File: src/rtl/fetch_defs.sv
// rtl/fetch_defs.sv - shared state encodings and width defaults for the fetch unit
package fetch_defs;

    localparam int DEF_ADDR_WIDTH = 16;
    localparam int DEF_DATA_WIDTH = 16;
    localparam int DEF_WAIT_LIMIT = 15;
    localparam int TIMER_WIDTH    = 8;

    typedef enum logic [2:0] {
        ST_IDLE   = 3'd0,
        ST_REQ    = 3'd1,
        ST_WAIT   = 3'd2,
        ST_DRIVE  = 3'd3,
        ST_STROBE = 3'd4,
        ST_HOLD   = 3'd5
    } fetch_state_t;

    // The shared data bus is owned by the fetch unit for the whole
    // setup / strobe / hold window.
    function automatic logic drives_bus(input fetch_state_t s);
        return (s == ST_DRIVE) || (s == ST_STROBE) || (s == ST_HOLD);
    endfunction

    // A memory request is outstanding from REQ until data or timeout.
    function automatic logic reads_mem(input fetch_state_t s);
        return (s == ST_REQ) || (s == ST_WAIT);
    endfunction

endpackage

File: src/rtl/instruction_fetch_if.sv
// rtl/instruction_fetch_if.sv - instruction memory read port
interface instruction_fetch_if #(
    parameter int ADDR_WIDTH = fetch_defs::DEF_ADDR_WIDTH,
    parameter int DATA_WIDTH = fetch_defs::DEF_DATA_WIDTH
) ();

    logic [ADDR_WIDTH-1:0] memAddr;
    logic                  memRead;
    logic                  memReady;
    logic [DATA_WIDTH-1:0] memData;

    modport master (
        output memAddr,
        output memRead,
        input  memReady,
        input  memData
    );

    modport slave (
        input  memAddr,
        input  memRead,
        output memReady,
        output memData
    );

endinterface

File: src/rtl/fetch_wait_timer.sv
// rtl/fetch_wait_timer.sv - counts consecutive memory wait cycles
module fetch_wait_timer
    import fetch_defs::*;
#(
    parameter int WAIT_LIMIT = DEF_WAIT_LIMIT
) (
    input  logic clock,
    input  logic reset,
    input  logic clear,
    input  logic enable,
    output logic expired
);

    localparam logic [TIMER_WIDTH-1:0] LAST_COUNT = TIMER_WIDTH'(WAIT_LIMIT - 1);

    logic [TIMER_WIDTH-1:0] count;

    // Count enabled cycles; clear whenever the fetch leaves WAIT.
    always_ff @(posedge clock) begin
        if (reset || clear) begin
            count <= '0;
        end else if (enable) begin
            count <= count + 1'b1;
        end
    end

    // Fires during the WAIT_LIMIT-th consecutive enabled cycle so the FSM
    // can leave WAIT on that same edge.
    assign expired = enable && (count == LAST_COUNT);

endmodule

File: src/rtl/instruction_fetch.sv
// rtl/instruction_fetch.sv - instruction fetch sequencer with IR load strobe
module instruction_fetch
    import fetch_defs::*;
#(
    parameter int                    ADDR_WIDTH = DEF_ADDR_WIDTH,
    parameter int                    DATA_WIDTH = DEF_DATA_WIDTH,
    parameter logic [ADDR_WIDTH-1:0] RESET_PC   = '0,
    parameter int                    WAIT_LIMIT = DEF_WAIT_LIMIT
) (
    input  logic                  clock,
    input  logic                  reset,
    input  logic                  run,
    input  logic                  jump,
    input  logic [ADDR_WIDTH-1:0] jumpAddr,
    instruction_fetch_if.master   mem,
    output logic [DATA_WIDTH-1:0] dataOut,
    output logic                  dataOE,
    output logic                  notLoad,
    output logic [ADDR_WIDTH-1:0] pc,
    output logic                  busy,
    output logic                  error
);

    fetch_state_t          state;
    fetch_state_t          state_nxt;
    logic [ADDR_WIDTH-1:0] pc_nxt;
    logic                  jump_pend;
    logic                  jump_pend_nxt;
    logic [ADDR_WIDTH-1:0] jump_addr_q;
    logic [ADDR_WIDTH-1:0] jump_addr_nxt;
    logic                  error_nxt;
    logic                  capture;
    logic                  resume;
    logic                  timer_clear;
    logic                  timer_enable;
    logic                  wait_expired;

    assign resume       = run && !error;
    assign timer_clear  = (state != ST_WAIT);
    assign timer_enable = (state == ST_WAIT) && !mem.memReady;

    fetch_wait_timer #(
        .WAIT_LIMIT (WAIT_LIMIT)
    ) u_wait_timer (
        .clock   (clock),
        .reset   (reset),
        .clear   (timer_clear),
        .enable  (timer_enable),
        .expired (wait_expired)
    );

    // State register.
    always_ff @(posedge clock) begin
        if (reset) begin
            state <= ST_IDLE;
        end else begin
            state <= state_nxt;
        end
    end

    // Next state, pc update, jump latching and timeout decision.
    always_comb begin
        state_nxt     = state;
        pc_nxt        = pc;
        jump_pend_nxt = jump_pend;
        jump_addr_nxt = jump_addr_q;
        error_nxt     = error;
        capture       = 1'b0;
        case (state)
            ST_IDLE: begin
                if (jump) begin
                    pc_nxt = jumpAddr;
                end
                if (resume) begin
                    state_nxt = ST_REQ;
                end
            end
            ST_REQ: begin
                if (jump) begin
                    pc_nxt    = jumpAddr;
                    state_nxt = resume ? ST_REQ : ST_IDLE;
                end else begin
                    state_nxt = ST_WAIT;
                end
            end
            ST_WAIT: begin
                // A redirect abandons the outstanding read; any data is dropped.
                if (jump) begin
                    pc_nxt    = jumpAddr;
                    state_nxt = resume ? ST_REQ : ST_IDLE;
                end else if (mem.memReady) begin
                    capture   = 1'b1;
                    state_nxt = ST_DRIVE;
                end else if (wait_expired) begin
                    error_nxt = 1'b1;
                    state_nxt = ST_IDLE;
                end
            end
            ST_DRIVE, ST_STROBE: begin
                // The instruction is already on the bus; defer the redirect
                // until HOLD so the load completes.
                if (jump) begin
                    jump_pend_nxt = 1'b1;
                    jump_addr_nxt = jumpAddr;
                end
                state_nxt = (state == ST_DRIVE) ? ST_STROBE : ST_HOLD;
            end
            ST_HOLD: begin
                if (jump) begin
                    pc_nxt = jumpAddr;
                end else if (jump_pend) begin
                    pc_nxt = jump_addr_q;
                end else begin
                    pc_nxt = pc + 1'b1;
                end
                jump_pend_nxt = 1'b0;
                state_nxt     = resume ? ST_REQ : ST_IDLE;
            end
            default: begin
                state_nxt = ST_IDLE;
            end
        endcase
    end

    // Registered outputs, all derived from the state being entered so they
    // are valid for the whole cycle spent in that state.
    always_ff @(posedge clock) begin
        if (reset) begin
            pc          <= RESET_PC;
            mem.memAddr <= RESET_PC;
            mem.memRead <= 1'b0;
            dataOut     <= '0;
            dataOE      <= 1'b0;
            notLoad     <= 1'b1;
            busy        <= 1'b0;
            error       <= 1'b0;
            jump_pend   <= 1'b0;
            jump_addr_q <= '0;
        end else begin
            pc          <= pc_nxt;
            mem.memRead <= reads_mem(state_nxt);
            dataOE      <= drives_bus(state_nxt);
            notLoad     <= (state_nxt != ST_STROBE);
            busy        <= (state_nxt != ST_IDLE);
            error       <= error_nxt;
            jump_pend   <= jump_pend_nxt;
            jump_addr_q <= jump_addr_nxt;
            if (state_nxt == ST_REQ) begin
                mem.memAddr <= pc_nxt;
            end
            if (capture) begin
                dataOut <= mem.memData;
            end
        end
    end

endmodule
File: src/flat_wrapper.sv
// flat-port wrapper written by rule: the top's interface ports become plain ports
module instruction_fetch_flat import fetch_defs::*;
#(
    parameter int                    ADDR_WIDTH = DEF_ADDR_WIDTH,
    parameter int                    DATA_WIDTH = DEF_DATA_WIDTH,
    parameter logic [ADDR_WIDTH-1:0] RESET_PC   = '0,
    parameter int                    WAIT_LIMIT = DEF_WAIT_LIMIT
)
  (clock, reset, run, jump, jumpAddr, dataOut, dataOE, notLoad, pc, busy, error, mem_memAddr, mem_memRead, mem_memReady, mem_memData);
  instruction_fetch_if #(.ADDR_WIDTH(ADDR_WIDTH), .DATA_WIDTH(DATA_WIDTH)) mem_i ();
  input  logic clock;
  input  logic reset;
  input  logic run;
  input  logic jump;
  input  logic [ADDR_WIDTH-1:0] jumpAddr;
  output logic [DATA_WIDTH-1:0] dataOut;
  output logic dataOE;
  output logic notLoad;
  output logic [ADDR_WIDTH-1:0] pc;
  output logic busy;
  output logic error;
  output wire logic [$bits(mem_i.memAddr)-1:0] mem_memAddr;
  output wire logic [$bits(mem_i.memRead)-1:0] mem_memRead;
  input wire logic [$bits(mem_i.memReady)-1:0] mem_memReady;
  input wire logic [$bits(mem_i.memData)-1:0] mem_memData;
  assign mem_memAddr = mem_i.memAddr;
  assign mem_memRead = mem_i.memRead;
  assign mem_i.memReady = mem_memReady;
  assign mem_i.memData = mem_memData;
  instruction_fetch #(.ADDR_WIDTH(ADDR_WIDTH), .DATA_WIDTH(DATA_WIDTH), .RESET_PC(RESET_PC), .WAIT_LIMIT(WAIT_LIMIT)) u_core (.clock(clock), .reset(reset), .run(run), .jump(jump), .jumpAddr(jumpAddr), .mem(mem_i), .dataOut(dataOut), .dataOE(dataOE), .notLoad(notLoad), .pc(pc), .busy(busy), .error(error));
endmodule
File: config.mk
export PLATFORM = sky130hd
export DESIGN_NAME = instruction_fetch_flat
export DESIGN_NICKNAME = d
export VERILOG_FILES = /design/src/rtl/fetch_defs.sv /design/src/rtl/instruction_fetch_if.sv /design/src/rtl/fetch_wait_timer.sv /design/src/rtl/instruction_fetch.sv /design/src/flat_wrapper.sv
export SDC_FILE = /design/constraint.sdc
export NUM_CORES = 1
export LEC_CHECK = 0
export ABC_AREA = 1
export BUFFER_PORTS_ARGS = -buffer_cell sky130_fd_sc_hd__buf_2
export CAP_MARGIN = 20
export CORE_MARGIN = 5
export CORE_UTILIZATION = 51
export CTS_BUF_LIST = sky130_fd_sc_hd__clkbuf_2 sky130_fd_sc_hd__clkbuf_4 sky130_fd_sc_hd__clkbuf_8
export DETAILED_ROUTE_END_ITERATION = 10
export PLACE_DENSITY = 0.88
export SYNTH_ARGS = -nofsm -noshare
export SYNTH_HDL_FRONTEND = slang
export SYNTH_HIERARCHICAL = 1
export SYNTH_SLANG_ARGS = --single-unit
File: constraint.sdc
create_clock -name clock -period 2.1 [get_ports clock]
set_clock_uncertainty 0.1 [all_clocks]
set_input_delay 0.21 -clock clock [delete_from_list [all_inputs] [get_ports clock]]
set_output_delay 0.21 -clock clock [all_outputs]
set_load 0.02 [all_outputs]
-- Word-level counts from Yosys, hierarchy flattened
Index checks and enable logic that the tools add are counted.
- memory bits (read-only): 0
- output and inout port bits: 53
- flip-flop bits (word level): 81
- memories: 0
- memory bits (writable): 0
- bits in latches: 0
- logic and storage cells: 64
- input port bits: 37
- reductions and logical operators: 17
- multiplexer cells: 17
- bitwise operators: 2
- magnitude comparators: 0
- shifts and indexed selects: 0
- divide/modulo/power cells: 0
- add/subtract/negate cells: 2
- eq/ne operators: 14
- $mul: 0
- operators with widths (operator ; count):
    two-way mux 16 bit ; 3
    case mux 16 bit (2 select lines) ; 1
    adder 16 x 1 -> 16 bit (second input constant) ; 1
    two-way mux 3 bit ; 5
    case mux 3 bit (5 select lines) ; 1
    == test 3 x 2 -> 1 bit (second input constant) ; 4
    == test 3 bit (second input constant) ; 4
    adder 8 x 1 -> 8 bit (second input constant) ; 1
    == test 8 x 4 -> 1 bit (second input constant) ; 1
    == test 3 x 1 -> 1 bit (second input constant) ; 2
    two-way mux 1 bit ; 6
    logical OR 1 bit ; 4
    AND reduction 2 bit ; 2
    AND reduction 4 bit ; 1
    logical AND 1 bit ; 3
    logical NOT 3 bit ; 1
    inequality test 3 x 2 -> 1 bit (second input constant) ; 1
    inequality test 3 bit (second input constant) ; 1
    nonzero test 3 bit ; 1
    OR reduction 3 bit ; 1
    logical NOT 1 bit ; 2
    inequality test 2 bit (second input constant) ; 1
    NOT 1 bit ; 2
    case mux 1 bit (2 select lines) ; 1
    other kinds (2) ; 2

-- Longest topological paths before layout
- depth after elaboration: 10
- depth in mapped cells: 15
- gate-level depth less buffers: 13

-- By module
Netlist, hierarchy kept.
- modules (own cells, without submodules) (module ; seq. area each (um^2) ; cells each ; area each (um^2) ; times used):
    instruction_fetch ; 1461.4 ; 534 ; 3632.2 ; 1
    fetch_wait_timer ; 160.2 ; 57 ; 411.6 ; 1

-- Worst setup path before layout
OpenSTA, ideal clock, no wires.
- path kind: register -> register
- from: reg u_core.state[2]
- to: reg u_core.mem.memAddr[13]
- library setup time: 0.109 ns
- path buffers: 2
- period minus slack after synthesis: 2.155 ns
- required time: 1.891 ns
- data arrival time: 1.946 ns
- slack: -0.055 ns
- stages on the path, launching flop included: 15
- cells stage by stage: dfxtp_1 -> nor2_1 -> nand2_1 -> nor2_1 -> buf_4 -> nand3_1 -> nor2_1 -> o21ai_0 -> a31oi_2 -> nand3_4 -> inv_4 -> buf_6 -> nand4_1 -> nand2_1 -> inv_1
- word-level cells in the longest chain between the ends: 8
- elaborated cells on any way between the ends: 18
- those cells by class: 6 x eq/ne; 7 x mux; 5 x reduce/logical
- ends and longest elaborated chain (item ; RTL line ; source):
    start: declaration ; instruction_fetch.sv:24 ; fetch_state_t state;
    start signal: assignment ; instruction_fetch.sv:57 ; state <= state_nxt;
    == test 3 x 2 -> 1 bit ; instruction_fetch.sv:40 ; assign timer_enable = (state == ST_WAIT) && !mem.memReady;
    logical AND 1 bit ; instruction_fetch.sv:40 ;
    net u_core.timer_enable ; instruction_fetch.sv:35 ; logic timer_enable;
    logical AND 1 bit ; fetch_wait_timer.sv:29 ; assign expired = enable && (count == LAST_COUNT);
    net u_core.wait_expired ; instruction_fetch.sv:36 ; logic wait_expired;
    two-way mux 3 bit ; instruction_fetch.sv:94 ; end else if (wait_expired) begin
    two-way mux 3 bit ; instruction_fetch.sv:91 ; end else if (mem.memReady) begin
    two-way mux 3 bit ; instruction_fetch.sv:88 ; if (jump) begin
    case mux 3 bit (5 select lines) ; instruction_fetch.sv:69 ; case (state)
    == test 3 x 1 -> 1 bit ; instruction_fetch.sv:148 ; if (state_nxt == ST_REQ) begin
    end signal: assignment ; instruction_fetch.sv:149 ; mem.memAddr <= pc_nxt;
    end: declaration ; instruction_fetch_if.sv:13 ; output memAddr,
The timed path passes the listed nets, and every way through them passes these cells.
A chain may end at the register's enable or synchronous reset.

-- Final worst setup path
- from: reg u_core.state[0]
- to: reg u_core.mem.memAddr[6]
- word-level cells in the longest chain between the ends: 8
- elaborated cells on any way between the ends: 18
- those cells by class: 6 x eq/ne; 7 x mux; 5 x reduce/logical
- ends and longest elaborated chain (item ; RTL line):
    == test 3 x 2 -> 1 bit ; instruction_fetch.sv:40, instruction_fetch.sv:69
    logical AND 1 bit ; instruction_fetch.sv:40
    logical AND 1 bit ; fetch_wait_timer.sv:29
    two-way mux 3 bit ; instruction_fetch.sv:94
    two-way mux 3 bit ; instruction_fetch.sv:91
    two-way mux 3 bit ; instruction_fetch.sv:88
    case mux 3 bit (5 select lines) ; instruction_fetch.sv:69
    == test 3 x 1 -> 1 bit ; instruction_fetch.sv:148
Several ways; a longest one is shown, not always the timed one.

==> metrics.log <==
INFO  metric status = completed
INFO  metric rows = 32
INFO  metric buffer_depth_of_the_longest_clock_path = 2
INFO  metric route.detailed.vias_per_inst = 5.53
INFO  metric clock_sink_count = 81
INFO  metric dp_slack = -0.0443 ns
INFO  metric post_dp_cell_area = 4610 um2
INFO  metric maxClockFrequency = 496 MHz
INFO  metric critPathLaunchType = flip-flop
INFO  metric dr.pass1.iters = 8
INFO  metric dp.final_hpwl = 8040 um
INFO  metric cap_violations = 0
INFO  metric clk_transition_reported_paths = 0.09 ns
INFO  metric period_needed = 2.02 ns
INFO  metric totalWireLength = 11600 um
INFO  metric timing.slew.headroom = 63.8%
INFO  metric ys_seq_area_share = 40.1%
INFO  metric area_fraction_of_the_dominant_cell_type_after_synthesis = 40.1%
INFO  metric cp_data_arrival_time = 2.18 ns
INFO  metric most-common-layout-cells = 110 x sky130_fd_sc_hd__nor2_1, 103 x sky130_fd_sc_hd__nand2_1, 89 x sky130_fd_sc_hd__buf_2, 80 x sky130_fd_sc_hd__dfxtp_1, 66 x sky130_fd_sc_hd__inv_1
INFO  metric portBuffers = 89
INFO  metric ios = 90
INFO  metric tritoncts_clock_tree = done
INFO  metric clock_tree.htree_level_count = 3
INFO  metric synth.ff_latch_count = 81
INFO  metric worstRegToRegCells = 11
INFO  metric ant_nets = 0
INFO  metric clk-insertion-delay-late = 0.36 ns
INFO  metric timing.reg2reg.setup_slack = 0.08 ns
INFO  metric fin_nets = 731
INFO  metric synth.yosys.warnings = 6
INFO  metric die_y = 99.0 um
INFO  metric worst_setup_path_start = u_core/state[0]
INFO  metric ir_drop = 0.584 mV
INFO  metric timing.rr.end = u_core/mem.memAddr[6]
INFO  metric grt_antenna_before_repair = 0
INFO  metric cts_buffers = 9
INFO  metric synth_cells = 591
INFO  metric crit_end_category = flip-flop
INFO  metric min_period_over_period = 96.1%
INFO  metric r2r_start = u_core/state[0]
INFO  metric clockRootBuffer = sky130_fd_sc_hd__clkbuf_8
INFO  metric yosys-top-cells-area = sky130_fd_sc_hd__dfxtp_1 40%, sky130_fd_sc_hd__nor2_1 11%, sky130_fd_sc_hd__nand2_1 9.7%, sky130_fd_sc_hd__inv_1 6.1%, sky130_fd_sc_hd__nand3_1 5.8%
INFO  metric power-per-cell-area = 834 nW/um2
INFO  metric utilization = 64.3%
INFO  metric syn_to_final_growth = 23.0%
INFO  metric ant_diodes = 0
INFO  metric post_drt_wl_per_cell = 14.5 um
INFO  metric finalSetupViolations = 0
INFO  metric syn_nets = 631
INFO  metric finalSetupTns = 0 ns
INFO  metric post_route_cells_drive_above_1_share = 23.6%
INFO  metric worstPathRequired = 2.26 ns
INFO  metric via_count_of_the_first_global_routing_pass = 4244
INFO  metric path_type_of_the_worst_min_delay_path = input pin to flip-flop
INFO  metric crit_end = u_core/mem.memAddr[6]
INFO  metric gp_routability_congestion = 0.891
INFO  metric drv_slew = 0
INFO  metric floorplan.die.width = 99.0 um
INFO  metric drtIter0Drc = 495
INFO  metric vias = 4409
INFO  metric placeableCoreArea = 7730 um2
INFO  metric synth_area = 4040 um2
INFO  metric crit_type = flip-flop to flip-flop
INFO  metric final_design_area_no_fill = 4970 um2
INFO  metric final_common_cell = sky130_fd_sc_hd__nor2_1
INFO  metric total_leakage_power = 2.38 nW
INFO  metric post_synthesis_average_cell_area = 6.84 um2
INFO  metric final.setup.worst_slack = 0.0819 ns
INFO  metric initial_util = 52.3%
INFO  metric die_area = 9810 um2
INFO  metric grt_usage = 23.1%
INFO  metric setup_repair_after_global_routing_missed_its_margin = yes
INFO  metric detail_route.drc_violations = 0
INFO  metric unique_cell_type_count_in_the_yosys_netlist = 34
INFO  metric synth.largest_area_cell = sky130_fd_sc_hd__dfxtp_1
INFO  metric worst_slew_pin_slew = 0.542 ns
INFO  metric crit_fanout = 7
INFO  metric grt_overflow = 0
INFO  metric maximum_number_of_pins_on_one_net_before_global_route_repair = 32
INFO  metric grt_pass1_wl = 19000 um
INFO  metric report.final.hold_viol_count = 0
==> per-stage QoR <==
step	instances	total power, W	hold slack, ns
finish	798	0.00415	0.00972
global route	798	0.00435	0.0144
CTS	792	0.00408	0.00444
detailed placement	770	0.00287	0.364
global placement	770	0.00282	0.354
floorplan	591	0.00255	0.253
==> Yosys cell counts <==
cell and instances:
sky130_fd_sc_hd__o22ai_1 2, sky130_fd_sc_hd__o21bai_1 3, sky130_fd_sc_hd__xor2_1 1, sky130_fd_sc_hd__nand2_1 104, sky130_fd_sc_hd__inv_4 1, sky130_fd_sc_hd__a31oi_1 1, sky130_fd_sc_hd__xnor2_1 3, sky130_fd_sc_hd__nor2_4 2
sky130_fd_sc_hd__buf_2 5, sky130_fd_sc_hd__nand2_2 4, sky130_fd_sc_hd__nand3_4 1, sky130_fd_sc_hd__o211ai_1 14, sky130_fd_sc_hd__nand3_2 2, sky130_fd_sc_hd__ha_1 3, sky130_fd_sc_hd__nor3_1 1, sky130_fd_sc_hd__dfxtp_1 81
sky130_fd_sc_hd__or2_2 6, sky130_fd_sc_hd__buf_6 3, sky130_fd_sc_hd__o21ai_0 30, sky130_fd_sc_hd__buf_4 1, sky130_fd_sc_hd__inv_2 7, sky130_fd_sc_hd__nand3_1 47, sky130_fd_sc_hd__nand4_1 16, sky130_fd_sc_hd__nor2_1 114
sky130_fd_sc_hd__buf_1 2, sky130_fd_sc_hd__o21ai_4 1, sky130_fd_sc_hd__a21oi_1 29, sky130_fd_sc_hd__nor2_2 2, sky130_fd_sc_hd__inv_1 66, sky130_fd_sc_hd__clkbuf_1 15, sky130_fd_sc_hd__a31oi_2 1, sky130_fd_sc_hd__o21ai_1 8
sky130_fd_sc_hd__o221a_2 6, sky130_fd_sc_hd__a211oi_1 9
==> worst min path at each step <==
| stage | depth (start not counted) | slack (ns) | start | endpoint |
|---|---|---|---|---|
| floorplan | 2 | 0.25 | jumpAddr[0] | u_core/jump_addr_q[0] |
| global placement | 2 | 0.35 | u_core/jump_addr_q[0] | u_core/jump_addr_q[0] |
| detailed placement | 3 | 0.36 | mem_memData[11] | u_core/dataOut[11] |
| CTS | 3 | 0.004 | mem_memData[9] | u_core/dataOut[9] |
| global route | 3 | 0.01 | mem_memData[1] | u_core/dataOut[1] |
| finish | 3 | 0.01 | mem_memData[1] | u_core/dataOut[1] |
==> area by class of cell <==
class / instances / area, um2
Clock inverter: 7 / 85.1
Multi-Input combinational cell: 410 / 2040
Sequential cell: 81 / 1620
Fill cell: 631 / 2760
Timing Repair inverter: 2 / 25.0
Tap cell: 102 / 128
Clock buffer: 9 / 124
Timing Repair Buffer: 113 / 656
Inverter: 74 / 290
==> cell families after synthesis <==
| group | synth area share [%] |
|---|---|
| xor gates and xnor gates | 0.866 |
| DFF | 40.1 |
| AOI/OAI and AO/OA | 16.0 |
| and+or+nand+nor | 32.0 |
| adders and majority gates | 0.928 |
| buffers and inverters | 10.1 |
==> report_power, final <==
part	switching, W	internal, W	total, W
clock network	0.000647	0.000574	0.00122
logic	0.000723	0.000388	0.00111
registers	0.000129	0.00169	0.00182
total	0.00150	0.00265	0.00415
==> flip-flops by register name, indices dropped and copies added, names as in the netlist <==
name and count:
u_core/u_wait_timer/count 8, u_core/jump_pend 1, u_core/mem.memAddr 16, u_core/notLoad 1
u_core/busy 1, u_core/dataOE 1, u_core/dataOut 16, u_core/jump_addr_q 16
u_core/pc 16, u_core/state 3, u_core/mem.memRead 1, u_core/error 1
==> timing repair <==
| item | CTS | global route |
|---|---|---|
| hold buffers | 6 | 1 |
| pin swaps | 0 | 11 |
| buffers inserted | 0 | 3 |
| endpoints found under the setup margin | 11 | 16 |
| cloned | 0 | 2 |
| hold endpoints to repair | 6 | 1 |
| resized for setup | 2 | 12 |
==> worst max-delay path, cell delays in order, from the launching register on <==
cell and delay, ns:
sky130_fd_sc_hd__dfxtp_2 0.35, sky130_fd_sc_hd__buf_4 0.14, sky130_fd_sc_hd__nor2_1 0.28, sky130_fd_sc_hd__nand2_1 0.10, sky130_fd_sc_hd__o21ai_1 0.11, sky130_fd_sc_hd__o21ai_1 0.11
sky130_fd_sc_hd__nand2_2 0.12, sky130_fd_sc_hd__nand3_4 0.21, sky130_fd_sc_hd__inv_6 0.17, sky130_fd_sc_hd__nand4_1 0.10, sky130_fd_sc_hd__nand2_1 0.09, sky130_fd_sc_hd__inv_1 0.04
==> routing by layer <==
layer	vias to the layer above	routed length [um]	track usage (%)
met3	35	1130	5.73
met1	1999	4740	27.9
met2	248	5450	39.3
li1	2127	-	-
met5	-	0	0
met4	0	253	8.82
Note: power is estimated with default switching activity, not from simulation.
